**src/rtl/ps2_kbd_tx.sv**
```systemverilog
// PS/2 keyboard-side transmitter. It queues scan codes in a 4-deep FIFO and
// shifts each one out as an 11-bit PS/2 frame on device-driven clock/data.
// Consecutive frames are separated by a fixed idle gap.
module ps2_kbd_tx #(
    parameter int unsigned HALF_PERIOD = 2000,
    parameter int unsigned GAP_CYCLES  = 4000
) (
    input  logic       CLOCK_50,
    input  logic       reset,
    input  logic       key_action,
    input  logic [7:0] scan_code,
    output logic       ps2_clk,
    output logic       ps2_dat,
    output logic       busy,
    output logic       overflow
);

    localparam logic [15:0] HP_LAST  = 16'(HALF_PERIOD - 1);
    localparam logic [15:0] GAP_LAST = 16'(GAP_CYCLES - 1);

    typedef enum logic [1:0] {S_IDLE, S_SEND, S_GAP} state_t;

    state_t      state_q, state_d;
    logic [3:0]  bit_idx_q, bit_idx_d;
    logic [15:0] hp_cnt_q, hp_cnt_d;
    logic        phase_q, phase_d;      // 0: clock-high half, 1: clock-low half
    logic [15:0] gap_cnt_q, gap_cnt_d;
    logic [7:0]  shift_q, shift_d;
    logic        ps2_clk_q, ps2_clk_d;
    logic        ps2_dat_q, ps2_dat_d;
    logic        busy_q;
    logic        overflow_q;
    logic        pop;

    logic [7:0]  fifo_mem_q [4];
    logic [1:0]  rd_ptr_q, rd_ptr_d;
    logic [1:0]  wr_ptr_q, wr_ptr_d;
    logic [2:0]  count_q, count_d;
    logic        push_ok;
    logic        push_drop;
    logic [10:0] frame;

    // FIFO bookkeeping: a pop in the same cycle frees a slot for a push on full.
    always_comb begin
        push_ok   = key_action && ((count_q != 3'd4) || pop);
        push_drop = key_action && (count_q == 3'd4) && !pop;
        rd_ptr_d  = rd_ptr_q + 2'(pop);
        wr_ptr_d  = wr_ptr_q + 2'(push_ok);
        count_d   = count_q + 3'(push_ok) - 3'(pop);
    end

    // FIFO storage; stale entries are harmless because the pointers reset.
    always_ff @(posedge CLOCK_50) begin
        if (!reset && push_ok) begin
            fifo_mem_q[wr_ptr_q] <= scan_code;
        end
    end

    // FIFO pointers, count and the overflow pulse.
    always_ff @(posedge CLOCK_50) begin
        if (reset) begin
            rd_ptr_q   <= '0;
            wr_ptr_q   <= '0;
            count_q    <= '0;
            overflow_q <= 1'b0;
        end else begin
            rd_ptr_q   <= rd_ptr_d;
            wr_ptr_q   <= wr_ptr_d;
            count_q    <= count_d;
            overflow_q <= push_drop;
        end
    end

    // State register, frame counters and registered line outputs.
    always_ff @(posedge CLOCK_50) begin
        if (reset) begin
            state_q   <= S_IDLE;
            bit_idx_q <= '0;
            hp_cnt_q  <= '0;
            phase_q   <= 1'b0;
            gap_cnt_q <= '0;
            shift_q   <= '0;
            ps2_clk_q <= 1'b1;
            ps2_dat_q <= 1'b1;
            busy_q    <= 1'b0;
        end else begin
            state_q   <= state_d;
            bit_idx_q <= bit_idx_d;
            hp_cnt_q  <= hp_cnt_d;
            phase_q   <= phase_d;
            gap_cnt_q <= gap_cnt_d;
            shift_q   <= shift_d;
            ps2_clk_q <= ps2_clk_d;
            ps2_dat_q <= ps2_dat_d;
            // Lines lag the state by one edge, so busy uses the current state
            // to stay high until the last gap cycle has appeared on the lines.
            busy_q    <= (state_q != S_IDLE) || (count_d != 3'd0);
        end
    end

    // Next-state logic. A byte waiting at the end of the gap is popped
    // straight into SEND so the idle stretch is exactly GAP_CYCLES long.
    always_comb begin
        state_d   = state_q;
        bit_idx_d = bit_idx_q;
        hp_cnt_d  = hp_cnt_q;
        phase_d   = phase_q;
        gap_cnt_d = gap_cnt_q;
        shift_d   = shift_q;
        pop       = 1'b0;
        unique case (state_q)
            S_IDLE: begin
                if (count_q != 3'd0) begin
                    pop       = 1'b1;
                    shift_d   = fifo_mem_q[rd_ptr_q];
                    state_d   = S_SEND;
                    bit_idx_d = '0;
                    hp_cnt_d  = '0;
                    phase_d   = 1'b0;
                end
            end
            S_SEND: begin
                if (hp_cnt_q == HP_LAST) begin
                    hp_cnt_d = '0;
                    if (!phase_q) begin
                        phase_d = 1'b1;
                    end else begin
                        phase_d = 1'b0;
                        if (bit_idx_q == 4'd10) begin
                            state_d   = S_GAP;
                            gap_cnt_d = '0;
                        end else begin
                            bit_idx_d = bit_idx_q + 4'd1;
                        end
                    end
                end else begin
                    hp_cnt_d = hp_cnt_q + 16'd1;
                end
            end
            S_GAP: begin
                if (gap_cnt_q == GAP_LAST) begin
                    if (count_q != 3'd0) begin
                        pop       = 1'b1;
                        shift_d   = fifo_mem_q[rd_ptr_q];
                        state_d   = S_SEND;
                        bit_idx_d = '0;
                        hp_cnt_d  = '0;
                        phase_d   = 1'b0;
                    end else begin
                        state_d = S_IDLE;
                    end
                end else begin
                    gap_cnt_d = gap_cnt_q + 16'd1;
                end
            end
            default: state_d = S_IDLE;
        endcase
    end

    // Output logic: frame is {stop, odd parity, data, start}, sent LSB first.
    always_comb begin
        frame     = {1'b1, ~^shift_q, shift_q, 1'b0};
        ps2_clk_d = 1'b1;
        ps2_dat_d = 1'b1;
        if (state_q == S_SEND) begin
            ps2_clk_d = ~phase_q;
            if (bit_idx_q <= 4'd10) begin
                ps2_dat_d = frame[bit_idx_q];
            end
        end
    end

    assign ps2_clk  = ps2_clk_q;
    assign ps2_dat  = ps2_dat_q;
    assign busy     = busy_q;
    assign overflow = overflow_q;

endmodule

```
**config.mk**
```make
export PLATFORM = sky130hd
export DESIGN_NAME = ps2_kbd_tx
export DESIGN_NICKNAME = d
export VERILOG_FILES = /design/src/rtl/ps2_kbd_tx.sv
export SDC_FILE = /design/constraint.sdc
export NUM_CORES = 1
export LEC_CHECK = 0
export CAP_MARGIN = 30
export CORE_MARGIN = 1
export CORE_UTILIZATION = 55
export DETAILED_ROUTE_END_ITERATION = 10
export GPL_ROUTABILITY_DRIVEN = 0
export PLACE_DENSITY = 0.79
export SLEW_MARGIN = 5
export SYNTH_ARGS = -nofsm -noshare
export SYNTH_HDL_FRONTEND = slang
export SYNTH_SLANG_ARGS = --single-unit
```
**constraint.sdc**
```tcl
create_clock -name CLOCK_50 -period 3.5 [get_ports CLOCK_50]
set_input_delay 0.875 -clock CLOCK_50 [delete_from_list [all_inputs] [get_ports CLOCK_50]]
set_output_delay 0.875 -clock CLOCK_50 [all_outputs]
set_load 0.01 [all_outputs]
```
==> impl_metrics.py <==
metrics = {
    "placed_design": {
        "dpl_cell_area_um2": 4400,
        "dp_hpwl_mm": 5.67,
        "portBuffers": 14,
        "pre_cts_ws_ns": 0.412,
    },
    "layout": {
        "final_layout_size_suffix_gt1_frac": 0.111,
        "synthToLayoutAreaGrowth_pct": 11.5,
        "nNetsFinal": 429,
        "fin_area_um2": 4590,
        "n_fill_cell": 582,
        "diodes": 0,
        "final_cell_mix": "dfxtp_1 (58), nor2_1 (32), edfxtp_1 (32), a21oi_1 (29), nand2_1 (25)",
        "final_common_cell": "dfxtp_1",
    },
    "grt": {
        "grt_pass1_vias": 2840,
        "grt.total_usage": 0.226,
        "met2_usage": 0.365,
        "busiest_layer": "met2",
        "grt_pass1_wl_mm": 13.3,
        "grt_max_degree": 23,
        "gr-usage-met3": 0.0504,
        "antenna_found_initial": 0,
        "globalRouteMet1Util": 0.302,
        "grt_overflow": 0,
    },
    "clocking": {
        "clk_pin_slew_ns": 0.09,
        "cts_resized": 0,
        "cts_buffer_depth": 2,
        "htree_levels": 3,
        "cts_sinks": 90,
        "worstSkewPairLatency_ns": 0.37,
        "cts_tree": "yes",
        "root_buffer": "clkbuf_8",
        "postCtsSetupRepairBufs": 0,
        "cts_buffers": 9,
        "cts_hold_buf": 0,
    },
    "floorplan": {
        "die_y_um": 88.5,
        "die_w_um": 88.5,
        "io-pin-count": 15,
        "rows": 31,
        "dieArea_um2": 7830,
        "initial_core_util": 0.567,
        "core_um2": 7250,
    },
    "sta": {
        "setup_ws_ns": 0.385,
        "hold_violations": 0,
        "fmax_mhz": 321,
        "tightest_slew_ns": 0.645,
        "relSlewSlack": 0.564,
        "holdWs_ns": 0.490,
        "min_period_ns": 3.12,
        "grt_setup_unrepaired": "no",
        "maxSlewViolCount": 0,
        "finalSetupViolations": 0,
        "post-route-period-util": 0.890,
        "tns_ns": 0,
        "skew_ns": 0.0105,
    },
    "power": {
        "p_sw_uw": 997,
        "p_clk_frac": 0.236,
        "seqPwrFrac": 0.460,
        "power_density_nw_per_um2": 636,
        "p_sw_frac": 0.342,
        "intPower_uw": 1920,
        "vdd_drop_max_v": 0.000419,
        "power.leakage_uw": 0.00145,
        "combinationalPowerShare": 0.304,
    },
    "setup_path": {
        "cp.required_ns": 3.75,
        "critical-path-max-stage-delay_ns": 0.60,
        "worstPathMaxFanout": 6,
        "arrival_ns": 3.37,
        "critical-path-slowest-cell": "or4_1",
        "start_kind": "flop",
        "cp_cell_sequence": "or4_1 > or4_1 > a211oi_4 > nand2b_1 > o21ai_0 > ha_1 > fa_1 > nor4_1 > a21oi_1",
        "cpMostUsedCell": "or4_1",
        "crit_type": "reg -> reg",
        "cp-end-kind": "flop",
    },
    "synthesis": {
        "synth_top_area_share": 0.282,
        "synth_top_family_by_area": "simple AND/OR/NAND/NOR gates",
        "yosysSeqAreaShare": 0.516,
        "async_reset_ff_frac": 0,
        "syn_area_um2": 4110,
        "yosysWarningCount": 0,
        "netlist_top_cells_area": "dfxtp_1 (28%), edfxtp_1 (23%), mux4_2 (4.9%), xnor2_1 (3.8%), a21oi_1 (3.5%)",
        "synth_fp_nets": 409,
        "synthCells": 390,
        "synth.mux.area_fraction": 0.0812,
        "ys.flop_type": "dfxtp_1",
        "synth.distinct_cells": 52,
        "synth_edf_count": 32,
        "synth_top_cell_by_area": "dfxtp_1",
        "synth_area_per_cell_um2": 10.5,
        "ys_ff_latch": 90,
        "synth_fa_ha_area_frac": 0.0262,
        "yosys.area_share.simple": 0.194,
        "synth_xor_area_frac": 0.0405,
        "synth_compound_area_frac": 0.113,
    },
    "route": {
        "ant_nets": 0,
        "num_vias": 3043,
        "drt-total-wl_mm": 7.98,
        "wl_per_cell_um": 15.5,
        "drt_pre_antenna_iters": 5,
        "viasPerCell": 5.92,
        "drcViolationCount": 0,
        "drt_iter0_drc": 155,
    },
    "worst_hold_path": {
        "hold_path.class": "reg -> reg",
    },
    "outcome": {
        "outcome": "complete, no violations",
    },
    "flow_run": {
        "maxCapViolCount": 0,
    },
}
## layout make-up
| type | instances | area (um2) | share of cell area |
|---|---|---|---|
| Sequential cell | 90 | 2120 | 0.463 |
| Multi-Input combinational cell | 272 | 1870 | 0.408 |
| Timing Repair Buffer | 29 | 253 | 0.0551 |
| Clock buffer | 9 | 124 | 0.0270 |
| Tap cell | 99 | 124 | 0.0270 |
| Clock inverter | 7 | 65.1 | 0.0142 |
| Inverter | 8 | 30.0 | 0.00655 |
## logic make-up (layout without fill, tap and decap cells)
family,Yosys count,after routing
flops,90,90
compound gates,75,75
xor+xnor,19,19
buf+inv,28,53
simple gates,148,148
mux,22,22
fa+ha+maj,8,8
## routing by layer
layer / up-vias / share of wire
li1: 1486 / -
met1: 1467 / 0.46
met2: 80 / 0.49
met3: 10 / 0.043
met4: 0 / 0.011
met5: - / 0
## metrics by stage
step	power [uW]	std cells	utilization
2_1_floorplan	2020	390	-
3_3_place_gp	2200	498	0.606
3_5_place_dp	2250	498	0.606
4_1_cts	2930	514	0.632
5_1_grt	3090	514	0.632
6_report	2920	514	0.632
## synthesized netlist by cell type, types with 9 or more instances
cell       n
dfxtp_1   58
edfxtp_1  32
nor2_1    32
a21oi_1   29
nand2_1   25
o21ai_0   21
xnor2_1   18
or3_1     16
nand3_1   14
mux2i_1   12
clkbuf_1  10
nand4_1   10
mux4_2     9
## power by group through the flow
| stage | clock network (uW) | logic (uW) | registers [uW] |
|---|---|---|---|
| after global routing | 749 | 975 | 1360 |
| after global placement | 0 | 841 | 1360 |
| after floorplan | 0 | 715 | 1300 |
| after CTS | 700 | 888 | 1340 |
| after detailed placement | 0 | 882 | 1370 |
| final | 687 | 888 | 1340 |
## critical path: cells and delay by family (launching register included)
kind,cells,cell delay (ns)
compound gates,3,0.51
fa+ha+maj,2,0.60
flops,1,0.36
simple gates,4,1.53
## state kept, by name, indices dropped and copies added, names as in the netlist
signal / flops
bit_idx_q: 4
ps2_clk: 1
state_q: 2
gap_cnt_q: 16
shift_q: 8
busy: 1
wr_ptr_q: 2
ps2_dat: 1
rd_ptr_q: 2
count_q: 3
phase_q: 1
fifo_mem_q: 32
overflow: 1
hp_cnt_q: 16
## final timing paths
path / start / endpoint / slack (ns) / cells after the start
worst max-delay path: gap_cnt_q[5] / busy / 0.38 / 9
worst min-delay path: gap_cnt_q[1] / gap_cnt_q[1] / 0.49 / 2
worst max register to register: gap_cnt_q[5] / busy / 0.38 / 9
worst min register to register: gap_cnt_q[1] / gap_cnt_q[1] / 0.49 / 2
Power figures use the tool's default switching activity.
